$ cat src/rtl/pkt_tx_pkg.sv
// Shared constants and FSM state type for the 0xAA-framed telemetry packet path.
// The receiver imports the same header constant so both ends agree on framing.
package pkt_tx_pkg;

  localparam int unsigned PAYLOAD_BYTES_DEF = 5;
  localparam logic [7:0]  HEADER_BYTE_DEF   = 8'hAA;

  typedef enum logic [1:0] {
    IDLE = 2'd0,
    HDR  = 2'd1,
    PAY  = 2'd2,
    CSUM = 2'd3
  } pkt_tx_state_e;

endpackage

$ cat src/rtl/packet_tx_arbiter_rr_arb2.sv
// Two-way round-robin arbiter: a lone requester wins; on a tie the requester
// that did not own the last grant wins. Purely combinational.
module rr_arb2 (
  input  logic [1:0] req_i,
  input  logic       last_i,
  output logic [1:0] gnt_o,
  output logic       idx_o
);

  always_comb begin
    idx_o = 1'b0;
    case (req_i)
      2'b10:   idx_o = 1'b1;
      2'b11:   idx_o = ~last_i;
      default: idx_o = 1'b0;
    endcase
    gnt_o = 2'b00;
    if (|req_i) gnt_o = idx_o ? 2'b10 : 2'b01;
  end

endmodule

$ cat src/rtl/packet_tx_arbiter.sv
// Round-robin framer for two telemetry requesters onto one UART byte channel:
// header, payload MSB-first, optional XOR checksum (macro PKT_TX_CHECKSUM_EN).
// Byte handshake: a byte transfers on a clock edge where tx_valid && tx_ready;
// tx_valid/tx_data hold until then and tx_ready is ignored while tx_valid=0.
module packet_tx_arbiter
  import pkt_tx_pkg::*;
#(
  parameter int         PAYLOAD_BYTES = PAYLOAD_BYTES_DEF,
  parameter logic [7:0] HEADER_BYTE   = HEADER_BYTE_DEF
) (
  input  logic                       clk,
  input  logic                       rst,
  input  logic                       req0,
  input  logic [8*PAYLOAD_BYTES-1:0] data0,
  output logic                       ack0,
  input  logic                       req1,
  input  logic [8*PAYLOAD_BYTES-1:0] data1,
  output logic                       ack1,
  output logic                       tx_valid,
  output logic [7:0]                 tx_data,
  input  logic                       tx_ready,
  output logic                       busy,
  output logic                       grant_id,
  output logic                       frame_done,
  output logic [1:0]                 state_dbg
);

  localparam int W  = 8 * PAYLOAD_BYTES;
  localparam int CW = (PAYLOAD_BYTES > 1) ? $clog2(PAYLOAD_BYTES) : 1;
  localparam logic [CW-1:0] LAST_IDX = CW'(PAYLOAD_BYTES - 1);

  pkt_tx_state_e state_q;
  logic [W-1:0]  shift_q;
  logic [W-1:0]  shift_d;
  logic [CW-1:0] cnt_q;
  logic          tx_valid_q;
  logic [7:0]    tx_data_q;
  logic          ack0_q, ack1_q;
  logic          busy_q;
  logic          grant_q;
  logic          done_q;
  logic [1:0]    gnt;
  logic          win;
  logic          accept;
`ifdef PKT_TX_CHECKSUM_EN
  logic [7:0]    csum_q;
`endif

  rr_arb2 u_arb (
    .req_i  ({req1, req0}),
    .last_i (grant_q),
    .gnt_o  (gnt),
    .idx_o  (win)
  );

  assign accept  = tx_valid_q & tx_ready;
  assign shift_d = shift_q << 8;

  always_ff @(posedge clk) begin
    if (rst) begin
      state_q    <= IDLE;
      shift_q    <= '0;
      cnt_q      <= '0;
      tx_valid_q <= 1'b0;
      tx_data_q  <= 8'h00;
      ack0_q     <= 1'b0;
      ack1_q     <= 1'b0;
      busy_q     <= 1'b0;
      grant_q    <= 1'b1;
      done_q     <= 1'b0;
`ifdef PKT_TX_CHECKSUM_EN
      csum_q     <= 8'h00;
`endif
    end else begin
      ack0_q <= 1'b0;
      ack1_q <= 1'b0;
      done_q <= 1'b0;
      case (state_q)
        IDLE: begin
          // Data is sampled only here, on the grant edge.
          if (|gnt) begin
            state_q    <= HDR;
            shift_q    <= win ? data1 : data0;
            grant_q    <= win;
            ack0_q     <= gnt[0];
            ack1_q     <= gnt[1];
            busy_q     <= 1'b1;
            tx_valid_q <= 1'b1;
            tx_data_q  <= HEADER_BYTE;
            cnt_q      <= '0;
`ifdef PKT_TX_CHECKSUM_EN
            csum_q     <= 8'h00;
`endif
          end
        end
        HDR: begin
          if (accept) begin
            state_q   <= PAY;
            cnt_q     <= '0;
            tx_data_q <= shift_q[W-1 -: 8];
          end
        end
        PAY: begin
          if (accept) begin
`ifdef PKT_TX_CHECKSUM_EN
            csum_q <= csum_q ^ tx_data_q;
`endif
            if (cnt_q == LAST_IDX) begin
`ifdef PKT_TX_CHECKSUM_EN
              state_q   <= CSUM;
              tx_data_q <= csum_q ^ tx_data_q;
`else
              state_q    <= IDLE;
              tx_valid_q <= 1'b0;
              busy_q     <= 1'b0;
              done_q     <= 1'b1;
`endif
            end else begin
              shift_q   <= shift_d;
              tx_data_q <= shift_d[W-1 -: 8];
              cnt_q     <= cnt_q + CW'(1);
            end
          end
        end
`ifdef PKT_TX_CHECKSUM_EN
        CSUM: begin
          if (accept) begin
            state_q    <= IDLE;
            tx_valid_q <= 1'b0;
            busy_q     <= 1'b0;
            done_q     <= 1'b1;
          end
        end
`endif
        default: state_q <= IDLE;
      endcase
    end
  end

  assign tx_valid   = tx_valid_q;
  assign tx_data    = tx_data_q;
  assign ack0       = ack0_q;
  assign ack1       = ack1_q;
  assign busy       = busy_q;
  assign grant_id   = grant_q;
  assign frame_done = done_q;
  assign state_dbg  = state_q;

endmodule

$ cat config.mk
export PLATFORM = sky130hd
export DESIGN_NAME = packet_tx_arbiter
export DESIGN_NICKNAME = d
export VERILOG_FILES = /design/src/rtl/pkt_tx_pkg.sv /design/src/rtl/packet_tx_arbiter_rr_arb2.sv /design/src/rtl/packet_tx_arbiter.sv
export SDC_FILE = /design/constraint.sdc
export NUM_CORES = 1
export LEC_CHECK = 0
export BUFFER_PORTS_ARGS = -buffer_cell sky130_fd_sc_hd__buf_2
export CORE_AREA = 4 4 84 86
export DETAILED_ROUTE_END_ITERATION = 7
export DIE_AREA = 0 0 88 90
export GPL_ROUTABILITY_DRIVEN = 0
export GPL_TIMING_DRIVEN = 0
export HOLD_SLACK_MARGIN = 0.12
export PLACE_DENSITY = 0.82
export RECOVER_POWER = 50
export SLEW_MARGIN = 20
export SYNTH_ARGS = -nofsm -noshare
export SYNTH_HDL_FRONTEND = slang
export SYNTH_SLANG_ARGS = --single-unit
$ cat constraint.sdc
create_clock -name clk -period 2.4 [get_ports clk]
set_input_delay 0.48 -clock clk [delete_from_list [all_inputs] [get_ports clk]]
set_output_delay 0.48 -clock clk [all_outputs]
set_load 0.03 [all_outputs]
---- Word-level counts from Yosys, hierarchy flattened ----
Cells that the tools add are included.
storage, ports and cells
  bits in registers ....................... 58
  word-level logic and storage cells ...... 66
  input port bits ......................... 85
  output and inout port bits .............. 16
operators by class
  reduce and logical (&&, ||, !) cells .... 12
  eq/ne operators ......................... 10
  bitwise gates (word level) .............. 6
  mux-type cells .......................... 28
  $add $sub $neg .......................... 1
operators by type and width
  cell                   number
  $mux W40               4
  $pmux W40 S2           1
  $mux W8                4
  $pmux W8 S3            1
  $mux W2                6
  $mux W3                4
  $reduce_and A4 Y1      3
  $ne A2 B2 Y1 const B   5
  $pmux W3 S3            1
  $eq A2 B2 Y1 const B   3
  $pmux W2 S3            1
  $reduce_or A3 Y1       2
  $not A1 Y1             5
  $reduce_and A5 Y1      1
  $mux W1                4
  $pmux W1 S2            2
  $reduce_or A2 Y1       2
  $add A3 B1 Y3 const B  1
  $eq A3 B3 Y1 const B   1
  $reduce_bool A3 Y1     1
  $eq A2 B1 Y1 const B   1
  $logic_not A2 Y1       1
  $reduce_and A2 Y1      1
  $reduce_bool A2 Y1     1
  $and A1 B1 Y1          1

---- Logic depth before layout (Yosys ltp) ----
Gate-level depths: netlist (run 1).
  depth after elaboration ................. 7
  depth in mapped cells ................... 9
  mapped depth without buffers ............ 6

---- Hierarchy ----
From an unflattened synthesis (run 1), not the netlist that was laid out.
unflattened totals
  cells, all modules ...................... 411
  area total of the unflattened synthesis .. 3303.2 um^2
modules (own cells, without submodules)
  module             seq. area each (um^2)  times used  area each (um^2)  cells an instance
  packet_tx_arbiter  1161.1                 1           3276.9            407
  rr_arb2            0.0                    1           26.3              4

---- Worst setup path after synthesis (run 1) ----
No wires, ideal clock.
  kind .................................... register to register
  from .................................... reg state_q[0], in the netlist state_dbg[0]
  to ...................................... reg shift_q[24]
  slack ................................... 0.242 ns
  arrival time ............................ 2.087 ns
  period minus slack after synthesis ...... 2.158 ns
  path buffers ............................ 2
  stages on the path, launching flop included .. 9
  required time ........................... 2.330 ns
  setup time .............................. 0.070 ns
  cells stage by stage .................... dfxtp_1 inv_1 ha_1 buf_2 a21bo_2 nand3_2 clkbuf_2 or4_1 a21oi_1
between the ends
  word-level cells in the longest chain between the ends .. 3
  elaborated cells between the ends (all ways) .. 8
  those cells by class .................... 4 x eq/ne; 1 x mux; 3 x reduce/logical
ends and longest elaborated chain
  item                                                                 RTL line                  source
  start, declared                                                      packet_tx_arbiter.sv:32   pkt_tx_state_e state_q;
  start signal, assigned                                               packet_tx_arbiter.sv:61   state_q <= IDLE;
  start signal, assigned                                               packet_tx_arbiter.sv:82   state_q <= HDR;
  start signal, assigned                                               packet_tx_arbiter.sv:98   state_q <= PAY;
  $eq A2 B2 Y1 or $logic_not A2 Y1 (tied branches)                     packet_tx_arbiter.sv:78   case (state_q)
  $ne A2 B2 Y1 (no source line) or $reduce_bool A2 Y1 (tied branches)  -
  $reduce_and A4 Y1 (no source line)                                   -
  end signal, assigned                                                 packet_tx_arbiter.sv:83   shift_q <= win ? data1 : data0;
  end signal, assigned                                                 packet_tx_arbiter.sv:119  shift_q <= shift_d;
  end, declared                                                        packet_tx_arbiter.sv:33   logic [W-1:0] shift_q;
Parallel ways exist; a longest one is shown, timed or not.
A chain may end at the register's enable or synchronous reset.

---- Worst setup path after layout (run 1) ----
  from .................................... reg state_q[1], in the netlist state_dbg[1]
  to ...................................... reg shift_q[30]
The elaborated chain is that of the path after synthesis.

==> metrics.yaml, run 1 <==
setup_viol: 0
dpl_worst_slack_ns: 0.117
syn_area_per_cell_sq_um: 7.47
synth_area_sq_mm: 0.00312
grt_overflow: 0
cap_violations: 0
grt_max_degree: 11
async_flop_share: 0
cp_data_required_time_ns: 2.66
path_buf_inv: 2
fin_util: 0.618
yosysWarnings: 0
grt_pass1_wl_microns: 16100
post-route-period-util: 0.939
dp_hpwl_microns: 7470
drt-initial-drc-count: 234
postLayoutSetupSlackWorst_ns: 0.145
areaGrowthSynthToFinish_pct: 24.6
min_path_cells: 2
vias: 3611
clock-sinks: 58
irDropWorstVdd_mv: 0.601
startpoint: "state_dbg[1]"
syn-num-nets: 509
clk_latency_ns: 0.34
nFillCells: 600
routed_wl_microns: 10000
ys_types: 37
clock_path_buffers: 2
cts.clk_slew.worst_paths_ns: 0.07
numCtsBuffers: 9
worstSetupPathType: "register to register"
cts_root_buffer: "clkbuf_8"
portBuffers: 99
synth-seq-cells: 58
wire_per_inst_microns: 16.4
die_w_microns: 88
grt_pass1_vias: 3489
crit_fanout: 10
cp.arrival_ns: 2.51
die_h_microns: 90
rows: 29
crit_chain: "inv_1 > ha_1 > or3b_1 > nand3_2 > clkbuf_2 > or4_1 > a21oi_1"
clock_skew_ns: 0.00844
worst_slew_pin_slew_ns: 0.715
dr.pass1.iters: 7
die_area_sq_mm: 0.00792
finalMaxSlewViolations: 0
track_usage: 0.252
power_w: 0.00465
endpoint: "shift_q[30]"
avgViaCountPerCell: 5.94
max_slew_margin: 0.520
wl_met3_microns: 951
cts_tree: "done"
drc_errors: 0
p_leak_nw: 1.64
final_common_cell: "buf_2"
initial_core_util: 0.496
tns_ns: 0
rsz0062_at_grt: "false"
hold_path_class: "register to register"
final_cell_mix: "buf_2 (98), a21oi_1 (81), nor3_1 (66), nand2_1 (64), dfxtp_1 (57)"
ant_nets: 0
cp.depth: 7
r2r_end: "shift_q[30]"
synth.yosys.seq_area_share: 0.373
fmax_ghz: 0.444
fin_crit_ns: 2.25
status: "finished, final reports clean"
start_kind: "register"
regToRegSetupSlack_ns: 0.15
drive_gt1_frac: 0.239
p_per_area_mw_per_mm2: 1200
reg2reg_depth: 7
pin_count: 101
wl_met1_microns: 4060
grt_antenna_before_repair: 0
route.met2.wl_microns: 4700
nNetsFinal: 619
end_kind: "register"
r2r-start: "state_dbg[1]"
critPathTopFamily: "simple AND/OR/NAND/NOR gates"
netlist_instances: 417
synth_edf_count: 0
max_stage_delay_ns: 0.56
finalHoldViolations: 0
cts_max_level: 3
highest_layer: "met4"
coreArea_sq_mm: 0.00628
ys.flop_type: "dfxtp_1"
slowest_stage: "or4_1"
diodes: 0
cts_setup_buffers: 0
==> cell usage after synthesis, drive strengths merged (4+ instances only) <==
master   n  area [sq um]
dfxtp   58          1160
nor3    66           330
a21o     8          60.1
inv      5          18.8
nand2b   5          31.3
a22oi    4          30.0
nand2   64           240
buf     22           121
ha       7          87.6
nand3    8          45.0
a22o     4          35.0
a21oi   81           405
a311oi   4          35.0
or4     32           240
clkbuf  21          81.3
nor2     6          22.5
==> through the flow <==
stage	hold slack (ns)	std cells	cell area [sq um]
floorplan	0.432	417	3120
global placement	0.438	593	3710
detailed placement	0.444	593	3710
CTS	0.446	608	3900
global route	0.460	608	3880
finish	0.453	608	3880
==> worst min-delay path, stage by stage (launching register included) <==
cell	delay [ns]
dfxtp_1	0.31
nand2_1	0.05
a21oi_1	0.05
==> cells by family after synthesis <==
| family | after synthesis | synth area share |
|---|---|---|
| AOI/OAI and AO/OA | 111 | 0.208 |
| adders and majority gates | 7 | 0.0281 |
| buffers and inverters | 48 | 0.0711 |
| DFF | 58 | 0.373 |
| muxes | 2 | 0.00643 |
| and+or+nand+nor | 191 | 0.314 |
==> cell type report <==
| cell class | instances | area, sq um | area share |
|---|---|---|---|
| Multi-Input combinational cell | 311 | 1730 | 0.446 |
| Inverter | 5 | 18.8 | 0.00483 |
| Clock inverter | 5 | 55.1 | 0.0142 |
| Buffer | 43 | 204 | 0.0525 |
| Clock buffer | 10 | 138 | 0.0354 |
| Tap cell | 77 | 96.3 | 0.0248 |
| Timing Repair Buffer | 99 | 475 | 0.122 |
| Sequential cell | 58 | 1160 | 0.299 |
==> flip-flops by register name, summed over array words and instances, names as in the netlist <==
signal / cells
ack1: 1
tx_data: 8
cnt_q: 3
busy: 1
grant_id: 1
ack0: 1
state_dbg: 2
frame_done: 1
shift_q: 40
==> worst min path at each step <==
| stage | from | endpoint | slack, ns |
|---|---|---|---|
| 2_1_floorplan | shift_q[33] | shift_q[33] | 0.43 |
| 3_3_place_gp | shift_q[37] | shift_q[37] | 0.44 |
| 3_5_place_dp | shift_q[34] | shift_q[34] | 0.44 |
| 4_1_cts | tx_ready | frame_done | 0.45 |
| 5_1_grt | tx_ready | frame_done | 0.46 |
| 6_report | shift_q[5] | shift_q[5] | 0.45 |
==> power by group <==
part | internal, W | switching (W)
Combinational | 0.000835 | 0.00140
Sequential | 0.00129 | 0.000224
Clock | 0.000498 | 0.000399
==> repair_timing <==
| item | CTS | global route |
|---|---|---|
| endpoints found under the hold margin | 0 | 0 |
| hold buffers | 0 | 0 |
| endpoints found under the setup margin | 0 | 6 |
| gates resized for setup | 0 | 5 |
==> metal layers <==
layer	global-route usage	vias up
li1	-	1724
met1	0.318	1645
met2	0.402	217
met3	0.0603	25
met4	0.114	0
met5	0	-
Power figures use the tool's default switching activity.
==> run 2, diff against run 1 <==
- ABC_AREA: unset -> 1
- CORE_AREA: 4 4 84 86 -> 4 4 87 89
- DIE_AREA: 0 0 88 90 -> 0 0 91 93
- PLACE_DENSITY: 0.82 -> 0.83
==> run 2 against run 1 <==
Net effect: sequential power increased by 7%; sequential share of layout area fell by 2.3 points; final cell count up 21%; flip-flop and latch count did not move; non-clock buffer count down 10; fmax is 11% higher; critical path type unchanged; largest cell class unchanged; largest power group unchanged; highest routed layer unchanged.
==> metrics.yaml, run 2 <==
switchingPower_w: 0.00267  # +32%
cts.clk_slew.worst_paths_ns: 0.07  # about the same
portBuffers: 99  # unchanged
hold_path_class: "input port to register"
p_int_w: 0.00300  # +14%
clock_skew_ns: 0.0116  # +0.00312 ns
worstSetupPathType: "register to register"
setup_viol: 0  # unchanged
p_per_area_mw_per_mm2: 1350  # +13%
ys_types: 29  # -22%
synth_edf_count: 0  # unchanged
fmax_ghz: 0.490  # +11%
clock-sinks: 58  # unchanged
die_area_sq_mm: 0.00846  # +6.9%
final_common_cell: "nand2_1"
cts_max_level: 3  # unchanged
p_leak_nw: 2.18  # +33%
wire_per_inst_microns: 12.7  # -23%
dp_hpwl_microns: 7020  # -6.0%
max_slew_margin: 0.595  # +0.0749
nNetsFinal: 742  # +20%
combPwrFrac: 0.567  # +0.086
cts_root_buffer: "clkbuf_8"
postLayoutSetupSlackWorst_ns: 0.360  # +0.214 ns
grt_pass1_vias: 3523  # +0.97%
pin_count: 101  # unchanged
end_kind: "register"
fin_crit_ns: 2.04  # -0.214 ns
ys.flop_type: "dfxtp_1"
postCtsResizedCells: 0  # unchanged
post-route-period-util: 0.850  # -0.0893
synthDominantCellAreaShare: 0.336  # -0.0371
cp_data_required_time_ns: 2.63  # -0.03 ns
grt_overflow: 0  # unchanged
synth.yosys.seq_area_share: 0.336  # -0.0371
synth.most_common_cell: "nand2_1"
ant_nets: 0  # unchanged
vias: 3729  # +3.3%
async_flop_share: 0  # unchanged
numCtsBuffers: 9  # unchanged
synth-seq-cells: 58  # unchanged
drive_gt1_frac: 0.206  # -0.0331
irDropWorstVdd_mv: 0.638  # +6.1%
die_w_microns: 91  # +3.4%
ctsHoldBuffers: 0  # unchanged
avgViaCountPerCell: 5.07  # -15%
areaGrowthSynthToFinish_pct: 21.3
routed_wl_microns: 9300  # -7.0%
syn_area_per_cell_sq_um: 6.41  # -14%
cts_tree: "done"
coreArea_sq_mm: 0.00676  # +7.6%
syn-num-nets: 632  # +24%
netlist_instances: 540  # +29%
clk_latency_ns: 0.34  # about the same
grt_max_degree: 11  # unchanged
yosys.area.top_type: "dfxtp_1"
dr.pass1.iters: 5  # -2
cts_setup_buffers: 0  # unchanged
tns_ns: 0  # unchanged
status: "finished, final reports clean"
finalMaxSlewViolations: 0  # unchanged
yosysWarnings: 0  # unchanged
grt_antenna_before_repair: 0  # unchanged
worst_slew_pin_slew_ns: 0.607  # -0.108 ns
regMostFlops: "shift_q"
die_h_microns: 93  # +3.3%
drc_errors: 0  # unchanged
rows: 30  # +3.4%
pwr-share-clk: 0.148  # -0.045
rsz0062_at_grt: "false"
grt_pass1_wl_microns: 15400  # -4.2%
yosys-top-cells-count: "nand2_1 (190), nor2_1 (90), dfxtp_1 (58), inv_1 (32), o21ai_0 (30)"
final_cell_mix: "nand2_1 (190), nor2_1 (91), buf_2 (87), dfxtp_1 (58), inv_1 (32)"
synth_area_sq_mm: 0.00346  # +11%
start_kind: "register"
diodes: 0  # unchanged
cap_violations: 0  # unchanged
p_seq_frac: 0.285  # -0.041
synth_area_leaders: "dfxtp_1 (34%), nand2_1 (21%), nor2_1 (9.8%), nand3b_1 (5.2%), o21ai_0 (4.3%)"
track_usage: 0.224  # -0.0287
clock_path_buffers: 2  # unchanged
finalHoldViolations: 0  # unchanged
largest_register_ffs: 40  # unchanged
dpl_worst_slack_ns: 0.560  # +0.443 ns
drt-initial-drc-count: 184  # -21%
cp.arrival_ns: 2.27  # -0.24 ns
p_sw_frac: 0.471  # +0.0351
crit_fanout: 10  # unchanged
initial_core_util: 0.512  # +0.0157
-- run 2: changes by cell type after synthesis, moves of 10 or more --
cell / delta
nand3_1: +17
buf_2: -14
nand3b_1: +23
buf_6: +10
or4_1: -32
nand2_1: +126
nor3_1: -64
a21oi_1: -60
inv_1: +27
nor2_1: +84
o21ai_0: +29
-- run 2: layout make-up --
class	count	area [sq um]
buffer	33	230
clock buffer	14	173
clock inverter	2	10.0
fill	661	2560
inverter	36	141
multi-input combinational	413	1910
sequential	58	1160
tap	80	100
timing repair buffer	99	475
-- run 2: layer usage --
metal,track usage,vias up,share of wire
li1,-,1903,-
met1,0.284,1673,0.45
met2,0.373,131,0.46
met3,0.0346,22,0.065
met4,0.107,0,0.027
met5,0,-,0
-- run 2: final timing paths --
kind           endpoint  cells past startpoint          from  slack, ns
max reg2reg  shift_q[8]                     12  state_dbg[0]       0.36
max          shift_q[8]                     12  state_dbg[0]       0.36
min reg2reg  shift_q[0]                      2    shift_q[0]       0.47
min            cnt_q[2]                      2           rst       0.36
-- run 2: cell families (layout without fill, tap and decap cells) --
logic type                 count (synthesis)  in the layout  synth area share
xor gates and xnor gates                   1              1           0.00253
DFF                                       58             58             0.336
and+or+nand+nor                          345            345             0.439
AOI/OAI and AO/OA                         60             60            0.0890
adders and majority gates                  7              7            0.0253
buffers and inverters                     69            184             0.109
-- run 2: power groups by stage --
stage               Clock, W  Sequential (W)  Combinational, W
finish              0.000840         0.00161           0.00322
CTS                 0.000836         0.00160           0.00326
detailed placement         0         0.00161           0.00325
floorplan                  0         0.00175           0.00236
global placement           0         0.00161           0.00317
global route        0.000881         0.00166           0.00360
-- run 2: critical path: stages (launching register included) --
cell and delay (ns):
dfxtp_1 0.42, inv_1 0.11, ha_1 0.23, buf_6 0.15, clkinvlp_2 0.24, nand2_1 0.08
nand2_1 0.08, inv_2 0.06, nor2_8 0.15, inv_4 0.07, buf_6 0.14, nor2_1 0.15
nor2_1 0.06
-- run 2: stage by stage --
stage,utilization,area (sq um),power (W),hold slack [ns],instances
after detailed placement,0.600,4060,0.00486,0.455,719
after global placement,0.600,4060,0.00477,0.450,719
after global routing,0.621,4200,0.00614,0.373,735
after CTS,0.627,4240,0.00570,0.359,735
final,0.621,4200,0.00567,0.364,735
after floorplan,-,3460,0.00411,0.439,540
==> run 3, diff against run 2 <==
- MAX_ROUTING_LAYER: unset -> met4
- SKIP_CTS_REPAIR_TIMING: unset -> 1
==> run 3 against run 2 <==
Net effect: flip-flop and latch count did not move; fmax barely moved; routed wire length fell by 0.13%; clock skew barely moved; sequential power barely moved; critical endpoint unchanged; highest routed layer unchanged.
==> metrics.yaml, run 3 (synthesized netlist as in run 2, its figures left out) <==
wire_per_inst_microns: 12.6  # -0.13%
clock_skew_ns: 0.0119  # +0.000343 ns
regMostFlops: "shift_q"
end_kind: "register"
cts_tree: "done"
cp.arrival_ns: 2.27  # about the same
die_w_microns: 91  # unchanged
worstSetupPathType: "register to register"
diodes: 0  # unchanged
finalHoldViolations: 0  # unchanged
seq_area_sq_mm: 0.00116  # unchanged
avgViaCountPerCell: 5.06  # -0.19%
slowest_stage: "dfxtp_1"
worst_slew_pin_slew_ns: 0.611  # +0.00358 ns
clock_path_buffers: 2  # unchanged
post-route-period-util: 0.850  # about the same
dp_hpwl_microns: 7020  # unchanged
nFillCells: 661  # unchanged
cap_violations: 0  # unchanged
grt_pass1_vias: 3527  # +0.11%
track_usage: 0.230  # +0.00668
coreArea_sq_mm: 0.00676  # unchanged
routed_wl_microns: 9290  # -0.13%
nNetsFinal: 742  # unchanged
crit_chain: "inv_1 > ha_1 > buf_6 > clkinvlp_2 > nand2_1 > nand2_1 > inv_2 > nor2_8 > inv_4 > buf_6 > nor2_1 > nor2_1"
die_area_sq_mm: 0.00846  # unchanged
rows: 30  # unchanged
setup_viol: 0  # unchanged
cts_max_level: 3  # unchanged
power_w: 0.00567  # about the same
clk_latency_ns: 0.34  # about the same
fmax_ghz: 0.490  # about the same
numCtsBuffers: 9  # unchanged
start_kind: "register"
ant_nets: 0  # unchanged
grt_overflow: 0  # unchanged
reg2reg_depth: 12  # unchanged
pin_count: 101  # unchanged
max_slew_margin: 0.593  # -0.00239
crit_fanout: 10  # unchanged
grt_max_degree: 11  # unchanged
grt_antenna_before_repair: 0  # unchanged
portBuffers: 99  # unchanged
cts_root_buffer: "clkbuf_8"
cts.clk_slew.worst_paths_ns: 0.07  # about the same
fin_crit_ns: 2.04  # +0.000588 ns
finalMaxSlewViolations: 0  # unchanged
initial_core_util: 0.512  # unchanged
drt-initial-drc-count: 190  # +3.3%
irDropWorstVdd_mv: 0.637  # -0.18%
dr.pass1.iters: 5  # unchanged
dpl_worst_slack_ns: 0.560  # unchanged
vias: 3722  # -0.19%
final_cell_mix: "nand2_1 (190), nor2_1 (91), buf_2 (87), dfxtp_1 (58), inv_1 (32)"
status: "finished, final reports clean"
p_per_area_mw_per_mm2: 1350  # about the same
rsz0062_at_grt: "false"
grt_pass1_wl_microns: 15400  # about the same
tns_ns: 0  # unchanged
hold_path_class: "input port to register"
largest_register_ffs: 40  # unchanged
cp_data_required_time_ns: 2.63  # about the same
areaGrowthSynthToFinish_pct: 21.3  # unchanged
postLayoutSetupSlackWorst_ns: 0.359  # -0.000588 ns
clock-sinks: 58  # unchanged
die_h_microns: 93  # unchanged
p_leak_nw: 2.18  # unchanged
multiInputGateArea_sq_mm: 0.00191  # unchanged
min_path_cells: 2  # unchanged
drive_gt1_frac: 0.206  # unchanged
drc_errors: 0  # unchanged
final_common_cell: "nand2_1"
max_stage_delay_ns: 0.42  # about the same
[run 3: layer usage]
| layer | up-vias | GRT usage | part of all wire | wire, microns |
|---|---|---|---|---|
| met5 | - | - | 0 | 0 |
| met4 | 0 | 0.107 | 0.028 | 259 |
| met3 | 19 | 0.0338 | 0.057 | 533 |
| met2 | 121 | 0.373 | 0.46 | 4300 |
| met1 | 1678 | 0.286 | 0.45 | 4200 |
| li1 | 1904 | - | - | - |
[run 3: cell type report]
| cell class | instances | share of cell area |
|---|---|---|
| multi-input combinational | 413 | 0.454 |
| sequential | 58 | 0.277 |
| timing repair buffer | 99 | 0.113 |
| buffer | 33 | 0.0548 |
| clock buffer | 14 | 0.0411 |
| inverter | 36 | 0.0337 |
| tap | 80 | 0.0238 |
| clock inverter | 2 | 0.00238 |
[run 3: worst paths after layout]
path                              startpoint         end  slack, ns
worst min-delay path                     rst    cnt_q[2]       0.37
worst max-delay path            state_dbg[0]  shift_q[8]       0.36
worst min register to register    shift_q[0]  shift_q[0]       0.47
worst max register to register  state_dbg[0]  shift_q[8]       0.36
[run 3: worst max-delay path: cells and delay by family, from the launching register on]
family                   cells  cell delay, ns
adder cells (fa/ha/maj)      1            0.23
flip-flops                   1            0.42
AND/OR/NAND/NOR              5            0.51
buffers and inverters        6            0.77
[run 3: metrics by stage]
step           hold WS (ns)  std cells  area (sq um)  utilization
2_1_floorplan         0.439        540          3460            -
3_3_place_gp          0.450        719          4060        0.600
3_5_place_dp          0.455        719          4060        0.600
4_1_cts               0.359        735          4240        0.627
5_1_grt               0.370        735          4200        0.621
6_report              0.368        735          4200        0.621
[run 3: where the power goes]
group / total, W / internal (W) / switching (W) / leakage [nW]
Sequential: 0.00161 / 0.00139 / 0.000223 / 0.480
Clock: 0.000838 / 0.000457 / 0.000381 / 0.0965
Combinational: 0.00322 / 0.00115 / 0.00206 / 1.60
